## config.mk

```make
export PLATFORM = sky130hd
export DESIGN_NAME = serial_subtractor
export DESIGN_NICKNAME = d
export VERILOG_FILES = /design/src/rtl/serial_subtractor.sv
export SDC_FILE = /design/constraint.sdc
export NUM_CORES = 1
export LEC_CHECK = 0
export BUFFER_PORTS_ARGS = -buffer_cell sky130_fd_sc_hd__clkbuf_2
export CORE_MARGIN = 5
export CORE_UTILIZATION = 54
export CTS_CLUSTER_SIZE = 28
export DETAILED_ROUTE_END_ITERATION = 16
export PLACE_DENSITY = 0.87
export RECOVER_POWER = 25
export SETUP_SLACK_MARGIN = 0.4
export SKIP_LAST_GASP = 1
export SLEW_MARGIN = 5
export SYNTH_ARGS = -nofsm -noshare
export SYNTH_HDL_FRONTEND = slang
export SYNTH_SLANG_ARGS = --single-unit
```

## constraint.sdc

```tcl
create_clock -name clk -period 1.9 [get_ports clk]
set_clock_uncertainty 0.1 [all_clocks]
set_input_delay 0.38 -clock clk [delete_from_list [all_inputs] [get_ports clk]]
set_output_delay 0.38 -clock clk [all_outputs]
set_load 0.02 [all_outputs]
```

## src/rtl/serial_subtractor.sv

```systemverilog
// Bit-serial unsigned subtractor: one bit per clock, LSB first, built around a
// single-bit subtractor cell with a registered borrow. A start accepted in IDLE
// captures the operands. WIDTH RUN cycles follow, then a one-cycle DONE that
// publishes diff/borrow together with a done pulse.
module serial_subtractor #(
  parameter int WIDTH = 8
) (
  input  logic             clk,
  input  logic             rst_n,
  input  logic             start,
  input  logic [WIDTH-1:0] a,
  input  logic [WIDTH-1:0] b,
  output logic             busy,
  output logic             done,
  output logic [WIDTH-1:0] diff,
  output logic             borrow
);

  // Counter holds 0..WIDTH without wrapping inside one operation.
  localparam int CNT_W = $clog2(WIDTH + 1);

  typedef enum logic [1:0] {
    ST_IDLE = 2'd0,
    ST_RUN  = 2'd1,
    ST_DONE = 2'd2
  } state_t;

  state_t             state_r;
  state_t             next_state_s;
  logic [WIDTH-1:0]   a_r;
  logic [WIDTH-1:0]   b_r;
  logic [WIDTH-1:0]   res_r;
  logic               bin_r;
  logic [CNT_W-1:0]   cnt_r;
  logic [WIDTH-1:0]   diff_r;
  logic               borrow_r;
  logic               busy_r;
  logic               done_r;
  logic               busy_nxt_s;
  logic               done_nxt_s;
  logic [1:0]         cell_s;
  logic               d_s;
  logic               bout_s;
  logic               last_bit_s;

  // Single-bit subtractor cell: returns {borrow_out, difference_bit}.
  function automatic logic [1:0] sub_cell(input logic a0, input logic b0, input logic bin);
    logic d;
    logic bout;
    d    = a0 ^ b0 ^ bin;
    bout = (~a0 & b0) | (~(a0 ^ b0) & bin);
    return {bout, d};
  endfunction

  assign cell_s     = sub_cell(a_r[0], b_r[0], bin_r);
  assign d_s        = cell_s[0];
  assign bout_s     = cell_s[1];
  // The edge that processes the last bit is the one seen with cnt_r == WIDTH-1.
  assign last_bit_s = (cnt_r == CNT_W'(WIDTH - 1));

  // State register.
  always_ff @(posedge clk or negedge rst_n) begin
    if (!rst_n) begin
      state_r <= ST_IDLE;
    end else begin
      state_r <= next_state_s;
    end
  end

  // Next-state logic; start is only looked at in IDLE, DONE always returns to IDLE.
  always_comb begin
    next_state_s = ST_IDLE;
    case (state_r)
      ST_IDLE: begin
        if (start) begin
          next_state_s = ST_RUN;
        end else begin
          next_state_s = ST_IDLE;
        end
      end
      ST_RUN: begin
        if (last_bit_s) begin
          next_state_s = ST_DONE;
        end else begin
          next_state_s = ST_RUN;
        end
      end
      ST_DONE: next_state_s = ST_IDLE;
      default: next_state_s = ST_IDLE;
    endcase
  end

  // Output decode from the upcoming state so busy/done can be driven from flops.
  always_comb begin
    busy_nxt_s = 1'b0;
    done_nxt_s = 1'b0;
    case (next_state_s)
      ST_IDLE: begin
        busy_nxt_s = 1'b0;
        done_nxt_s = 1'b0;
      end
      ST_RUN: begin
        busy_nxt_s = 1'b1;
        done_nxt_s = 1'b0;
      end
      ST_DONE: begin
        busy_nxt_s = 1'b1;
        done_nxt_s = 1'b1;
      end
      default: begin
        busy_nxt_s = 1'b0;
        done_nxt_s = 1'b0;
      end
    endcase
  end

  // Registered status outputs.
  always_ff @(posedge clk or negedge rst_n) begin
    if (!rst_n) begin
      busy_r <= 1'b0;
      done_r <= 1'b0;
    end else begin
      busy_r <= busy_nxt_s;
      done_r <= done_nxt_s;
    end
  end

  // Datapath: operand capture, per-bit shifting, and the result publish on DONE entry.
  always_ff @(posedge clk or negedge rst_n) begin
    if (!rst_n) begin
      a_r      <= {WIDTH{1'b0}};
      b_r      <= {WIDTH{1'b0}};
      res_r    <= {WIDTH{1'b0}};
      bin_r    <= 1'b0;
      cnt_r    <= {CNT_W{1'b0}};
      diff_r   <= {WIDTH{1'b0}};
      borrow_r <= 1'b0;
    end else begin
      case (state_r)
        ST_IDLE: begin
          if (start) begin
            a_r   <= a;
            b_r   <= b;
            res_r <= {WIDTH{1'b0}};
            bin_r <= 1'b0;
            cnt_r <= {CNT_W{1'b0}};
          end else begin
            a_r   <= a_r;
            b_r   <= b_r;
          end
        end
        ST_RUN: begin
          a_r   <= {1'b0, a_r[WIDTH-1:1]};
          b_r   <= {1'b0, b_r[WIDTH-1:1]};
          res_r <= {d_s, res_r[WIDTH-1:1]};
          bin_r <= bout_s;
          cnt_r <= cnt_r + CNT_W'(1);
          // diff stays frozen during RUN; only the final shift is published.
          if (last_bit_s) begin
            diff_r   <= {d_s, res_r[WIDTH-1:1]};
            borrow_r <= bout_s;
          end else begin
            diff_r   <= diff_r;
            borrow_r <= borrow_r;
          end
        end
        ST_DONE: begin
          cnt_r <= cnt_r;
        end
        default: begin
          cnt_r <= {CNT_W{1'b0}};
        end
      endcase
    end
  end

  assign busy   = busy_r;
  assign done   = done_r;
  assign diff   = diff_r;
  assign borrow = borrow_r;

endmodule

```

# ---- Yosys cells after proc, flatten, opt, wreduce, memory -nomap -nowiden
# Index checks and enable logic that the tools add are counted.
dict set report word_totals {
  regBits 42
}
dict set report op_classes {
  n_addsub 1
  eq_ne 6
  mux 15
  n_bitwise 8
  n_reduce_logical 6
}
# op count
set op_table {}
lappend op_table {{$pmux 8 s2} 3}
lappend op_table {{$mux 8} 3}
lappend op_table {{$pmux 4 s3} 1}
lappend op_table {{$reduce_and 2->1} 3}
lappend op_table {{$add 4x1->4 const B} 1}
lappend op_table {{$eq 2x1->1 const B} 2}
lappend op_table {{$eq 2x2->1 const B} 2}
lappend op_table {{$eq 4x3->1 const B} 1}
lappend op_table {{$mux 1} 4}
lappend op_table {{$mux 4} 1}
lappend op_table {{$pmux 2 s2} 1}
lappend op_table {{$not 1->1} 3}
lappend op_table {{$and 1x1->1} 2}
lappend op_table {{$logic_not 2->1} 1}
lappend op_table {{$mux 2} 1}
lappend op_table {{$ne 2x2->1 const B} 1}
lappend op_table {{$pmux 1 s2} 1}
lappend op_table {{$reduce_bool 2->1} 1}
lappend op_table {{$reduce_or 2->1} 1}
lappend op_table {{$xor 1x1->1} 2}
lappend op_table {{$or 1x1->1} 1}

# ---- Depth between registers and ports, before layout
# Gate-level depths: netlist of run 1.
dict set report depth {
  ltp_word 6
  ltp_mapped 6
  depth_no_buf 6
}

# ---- Worst setup path before layout of run 1
# OpenSTA, ideal clock, no wires.
dict set report synth_timing {
  kind {reg2reg}
  start {register cnt_r[0]}
  end {register busy_r, in the netlist busy}
  arrival_time_ps 1351
  t_required_ps 1687
  path_slack_ps 336
  path_stages_with_launch 7
  path_buffers 0
  cell_sequence {dfrtp_1 ha_1 nand2_1 nor2_1 a211o_1 ha_1 inv_1}
}
dict set report synth_via {
  elab_chain_cells 6
  word_cells_on_any_way 7
  classes_between {eq/ne: 3; mux: 3; reduce/logical: 1}
}
# item line_no
set synth_rtl {}
lappend synth_rtl {{start, declared} 34} ;# logic [CNT_W-1:0] cnt_r;
lappend synth_rtl {{start signal, assigned} 135} ;# cnt_r <= {CNT_W{1'b0}};
lappend synth_rtl {{start signal, assigned} 146} ;# cnt_r <= {CNT_W{1'b0}};
lappend synth_rtl {{start signal, assigned} 157} ;# cnt_r <= cnt_r + CNT_W'(1);
lappend synth_rtl {{$eq 4x3->1 (*)} 59} ;# assign last_bit_s = (cnt_r == CNT_W'(WIDTH - 1));
lappend synth_rtl {{$mux 2 (*)} 82} ;# if (last_bit_s) begin
lappend synth_rtl {{$pmux 2 s2 (*)} 73} ;# case (state_r)
lappend synth_rtl {{$eq 2x2->1 or $eq 2x1->1 (tied branches)} 97} ;# case (next_state_s)
lappend synth_rtl {{$reduce_or 2->1 (no source line) (*)} n/a}
lappend synth_rtl {{$mux 1 (*)} 97}
lappend synth_rtl {{named net busy_nxt_s} 39} ;# logic busy_nxt_s;
lappend synth_rtl {{end signal, assigned} 123} ;# busy_r <= busy_nxt_s;
lappend synth_rtl {{end, declared} 37} ;# logic busy_r;
# The timed path passes the listed nets; every way through them passes the cells marked *.
# A chain may end at the register's enable or synchronous reset.

# ---- Worst setup path in the final report of run 1
# Ends and elaborated chain as after synthesis.

==> reports/qor.yml, run 1 <==
path_cells: "ha_2 > nand2_2 > nor2_1 > a211o_1 > ha_4 > inv_1"
final_antenna_net_count: 0
yosys_warnings: 0
cp.required_ns: 2.05
max_freq_mhz: 644
rsz0062_at_grt: "yes"
cts_made_buffers: 5
hp-class: "input pin to flop"
maxSlewHeadroom_pct: 64.9
fill_cells: 259
routed_via_density: 5.33
period_minus_slack_ns: 1.55
dp_cells: 225
vias: 1285
clock-sinks: 41
n_antenna_cell: 0
place_area_um2: 1930
slowest_delay_ns: 0.41
critPathCaptureType: "flop"
num-nets-final: 219
p_total_uw: 3470
ir_drop_mv: 0.955
drive_above_1_share_pct: 33.5
fin_tns_setup_ns: 0
path_clk_slew_ns: 0.11
gr-total-overflow: 0
power_leakage_uw: 0.00101
grt_first_pass_wirelength_um: 5800
dieHeight_um: 66.4
worst_path_max_delay_cell: "dfrtp_1"
ys_types: 25
seq_area_frac_synth_pct: 59.8
io_pins: 30
finalCritPeriodShare_pct: 81.7
crit_type: "flop to flop"
cp_data_arrival_time_ns: 1.70
htreeDepth: 2
grtUsageTotal_pct: 17.3
clockBufferDepth: 2
die_w_um: 66.4
drv_slew: 0
stdcell_area_um2: 2080
ys_ff_latch: 41
wl_per_cell_um: 14.1
powerDensity_nw_per_um2: 1660
tightestPinTransition_ns: 0.527
start_kind: "flop"
syn2layout_area_growth_pct: 21.4
drt_pass1_iterations: 4
initial_utilization_pct: 56.2
status: "finished clean"
wirelength_um: 3400
fin_util_pct: 68.3
stdcell_count: 241
syn_avg_cell_area_um2: 11.1
cts_tree: "done"
grt_max_degree: 30
cp_max_fo: 2
routabilityCongestion: 0.780
synth.net_count: 177
root_buffer: "clkbuf_4"
grt_antenna_before_repair: 0
cap_viol_max_count: 0
dieArea_um2: 4410
grt_pass1_vias: 1287
clock_latency_ns: 0.33
dp_hpwl_um: 2350
syn_inst: 155
row_count: 20
syn_area_um2: 1720
drt_iter0_markers: 89
finalHoldViolCount: 0
core_area_um2: 3050
setup_violations: 0
portBuffers: 29
drc: 0
## area by class of cell
| class | count | area (µm²) | area share [%] |
|---|---|---|---|
| repair buffers | 42 | 255 | 12.2 |
| flip-flops and latches | 41 | 1030 | 49.3 |
| multi-input cells | 103 | 677 | 32.5 |
| inverters | 4 | 15.0 | 0.720 |
| well taps | 44 | 55.1 | 2.64 |
| clock buffers | 7 | 55.1 | 2.64 |
## through the flow
step | hold slack, ns | setup WS [ns]
2_1_floorplan | -0.0156 | 0.347
6_report | 0.172 | 0.348
4_1_cts | 0.163 | 0.358
5_1_grt | 0.157 | 0.167
3_5_place_dp | 0.289 | 0.00447
3_3_place_gp | 0.272 | 0.122
## state kept, by name, indices dropped and copies added, names as in the netlist, 2 cells and up
| name | cells |
|---|---|
| a_r | 8 |
| b_r | 8 |
| diff | 8 |
| res_r | 7 |
| cnt_r | 4 |
| state_r | 2 |
## path summary, 6_finish.rpt
| path | startpoint | end | slack [ns] | depth (start not counted) |
|---|---|---|---|---|
| max in group asynchronous | rst_n | diff[7]$_DFFE_PN0P_ | 0.37 | 3 |
| max reg2reg | cnt_r[0]$_DFFE_PN0P_ | busy$_DFF_PN0_ | 0.35 | 6 |
| min | b[0] | b_r[0]$_DFFE_PN0P_ | 0.17 | 3 |
| min in group asynchronous | rst_n | done$_DFF_PN0_ | 0.43 | 2 |
| min reg2reg | bin_r$_DFFE_PN0P_ | bin_r$_DFFE_PN0P_ | 0.41 | 1 |
| max | cnt_r[0]$_DFFE_PN0P_ | busy$_DFF_PN0_ | 0.35 | 6 |
## layout by cell type, fill, tap and decap left out, drive strengths merged, types with 2 or more instances in the layout
cell type	netlist	final
nor2	18	18
clkbuf	2	37
o21ai	2	2
nand2	31	31
inv	4	4
nand2b	2	2
dfrtp	41	41
buf	5	11
mux2	9	9
a22o	10	10
ha	2	2
a31oi	14	14
nor2b	4	4
a21oi	2	2
## layer usage
layer	up-vias	track usage [%]	part of all wire, %
li1	620	-	-
met1	623	22.6	45
met2	32	27.9	49
met3	10	5.44	4.9
met4	0	4.31	1.8
met5	-	0	0
## cell families after synthesis
family | after synthesis | synth area share, %
flip-flops | 41 | 59.8
XOR/XNOR | 2 | 1.02
multiplexers | 10 | 6.49
AND/OR/NAND/NOR | 57 | 14.6
AO/OA/AOI/OAI | 31 | 12.8
adder cells (fa/ha/maj) | 3 | 2.62
buffers and inverters | 11 | 2.70
## critical path: cells and delay by family, from the launching register on
kind / cells / cell delay [ns]
buffers and inverters: 1 / 0.03
DFF: 1 / 0.41
and+or+nand+nor: 2 / 0.16
adders and majority gates: 2 / 0.47
AOI/OAI and AO/OA: 1 / 0.30
## synthesized netlist by cell type, drive strengths merged
cell type / count / share of area, %
dfrtp: 41 / 60
nand2: 31 / 6.8
nor2: 18 / 3.9
a31oi: 14 / 5.1
a22o: 10 / 5.1
mux2: 9 / 5.9
buf: 5 / 1.4
inv: 4 / 0.87
nor2b: 4 / 1.5
a21oi: 2 / 0.58
clkbuf: 2 / 0.44
ha: 2 / 1.5
nand2b: 2 / 1.2
o21ai: 2 / 0.58
a211o: 1 / 0.51
a211oi: 1 / 0.44
fa: 1 / 1.2
mux2i: 1 / 0.58
nand3: 1 / 0.29
nor3: 1 / 0.95
o2bb2ai: 1 / 0.51
xnor2: 1 / 0.51
xor2: 1 / 0.51
## timing repair
item / CTS / global route
pin swaps: 3 / 0
buffers inserted: 4 / 4
resized for setup: 3 / 5
hold buffers: 1 / 0
endpoints found under the hold margin: 20 / 0
setup endpoints to repair: 23 / 34
## power breakdown
part / internal [µW] / switching [µW] / leakage, µW
clock: 175 / 257 / 0.0000314
combinational: 732 / 778 / 0.000472
sequential: 1260 / 266 / 0.000507
total: 2170 / 1300 / 0.00101
No activity file was read; power rests on OpenSTA's default activity.
==> run 2, diff against run 1 <==
- clock period: 1.9 -> 1.6 ns (I/O delays scaled with it)
==> reports/qor.yml, run 2 (synthesis gave the netlist of run 1 again) <==
path_clk_slew_ns: 0.12  # about the same
cap_viol_max_count: 0  # unchanged
routabilityCongestion: 0.780  # unchanged
grt_max_degree: 30  # unchanged
grt_first_pass_wirelength_um: 6620  # +14%
period_minus_slack_ns: 1.58  # +0.0301 ns
reg2reg_to: "diff[7]$_DFFE_PN0P_"
drt_pass1_iterations: 4  # unchanged
clock_latency_ns: 0.36  # +0.03 ns
crit-reg2reg-launch: "cnt_r[0]$_DFFE_PN0P_"
portBuffers: 29  # unchanged
htreeDepth: 2  # unchanged
cp_data_arrival_time_ns: 1.72  # +0.02 ns
cp.required_ns: 1.74  # -0.31 ns
grt_pass1_vias: 1441  # +12%
start_kind: "flop"
row_count: 20  # unchanged
hp-class: "input pin to flop"
stdcell_area_um2: 2600  # +25%
dp_cells: 227  # +0.89%
drt_iter0_markers: 161  # +81%
cts_made_buffers: 5  # unchanged
initial_utilization_pct: 56.2  # unchanged
place_area_um2: 1960  # +1.7%
rsz0062_at_grt: "yes"
wirelength_um: 4780  # +41%
cp_max_fo: 10  # +8
dp_hpwl_um: 2380  # +1.1%
layout_common_cells: "40 x dfrtp_1, 19 x buf_4, 18 x clkbuf_2, 18 x buf_6"
gr-total-overflow: 0  # unchanged
root_buffer: "clkbuf_4"
drive_above_1_share_pct: 50.7  # +17 points
clockBufferDepth: 2  # unchanged
routed_via_density: 5.58  # +4.6%
max_freq_mhz: 632  # -1.9%
grt_antenna_before_repair: 0  # unchanged
final_antenna_net_count: 0  # unchanged
cts_tree: "done"
wl_per_cell_um: 18.2  # +29%
setup_violations: 0  # unchanged
drc: 0  # unchanged
clock-sinks: 41  # unchanged
layout_commonest_cell: "dfrtp_1"
grtUsageTotal_pct: 20.4  # +3.1 points
reg2reg_depth: 5  # -1
num-nets-final: 240  # +9.6%
power_leakage_uw: 0.00126  # +25%
drv_slew: 0  # unchanged
status: "finished clean"
n_antenna_cell: 0  # unchanged
core_area_um2: 3050  # unchanged
rrSetupSlack_ns: 0.02  # -0.33 ns
fin_util_pct: 85.2  # +17 points
startpoint: "cnt_r[0]$_DFFE_PN0P_"
critPathCapture: "diff[7]$_DFFE_PN0P_"
maxSlewHeadroom_pct: 64.3  # -0.58 points
vias: 1467  # +14%
die_w_um: 66.4  # unchanged
powerDensity_nw_per_um2: 1990  # +20%
p_total_uw: 5180  # +49%
tightestPinTransition_ns: 0.536  # +0.00875 ns
ir_drop_mv: 1.37  # +44%
dieHeight_um: 66.4  # unchanged
dieArea_um2: 4410  # unchanged
fin_tns_setup_ns: 0  # unchanged
syn2layout_area_growth_pct: 51.5
finalCritPeriodShare_pct: 98.9  # +17 points
critPathCaptureType: "flop"
io_pins: 30  # unchanged
finalHoldViolCount: 0  # unchanged
stdcell_count: 263  # +9.1%
crit_type: "flop to flop"
run 2: cell type report:
class | instances | area (µm²)
well taps | 44 | 55.1
clock buffers | 7 | 55.1
multi-input cells | 104 | 866
inverters | 4 | 15.0
clock inverters | 1 | 30.0
fillers | 157 | 452
flip-flops and latches | 41 | 1030
repair buffers | 62 | 553
run 2: metal layers:
| metal | GRT usage (%) | share of wire [%] | up-vias |
|---|---|---|---|
| li1 | - | - | 663 |
| met2 | 37.1 | 55 | 57 |
| met5 | 0 | 0 | - |
| met3 | 4.76 | 5.4 | 5 |
| met1 | 22.5 | 38 | 742 |
| met4 | 8.63 | 0.96 | 0 |
run 2: worst min-delay path by stage:
stage	to	depth (start not counted)	from	slack [ns]
floorplan	a_r[0]$_DFFE_PN0P_	0	rst_n	-0.08
global route	a_r[3]$_DFFE_PN0P_	3	a[3]	0.11
finish	b_r[2]$_DFFE_PN0P_	3	b[2]	0.12
global placement	a_r[4]$_DFFE_PN0P_	1	rst_n	0.19
CTS	b_r[4]$_DFFE_PN0P_	3	b[4]	0.1
detailed placement	a_r[4]$_DFFE_PN0P_	1	rst_n	0.21
run 2: per-stage QoR:
step                setup slack (ns)  hold WS, ns
finish                        0.0183        0.115
floorplan                     0.0506      -0.0756
global placement              0.0804        0.191
CTS                           0.0952       0.0980
global route                 -0.0251        0.106
detailed placement            0.0419        0.206
run 2: what timing repair did:
action | in CTS | in global routing
gates resized for setup | 37 | 61
hold buffers | 1 | 0
buffers inserted | 13 | 12
cloned | 2 | 0
pin swaps | 32 | 20
endpoints found under the hold margin | 18 | 0
setup endpoints to repair | 50 | 51
run 2: critical path, cell delays in order (launching register included):
cell     delay (ns)
dfrtp_1        0.38
ha_2           0.22
nand2_4        0.07
nor3_4         0.21
buf_12         0.17
mux2_2         0.34
run 2: power breakdown:
| part | internal (µW) | total [µW] | switching [µW] |
|---|---|---|---|
| combinational | 1380 | 2610 | 1230 |
| clock | 373 | 709 | 336 |
| sequential | 1500 | 1860 | 362 |
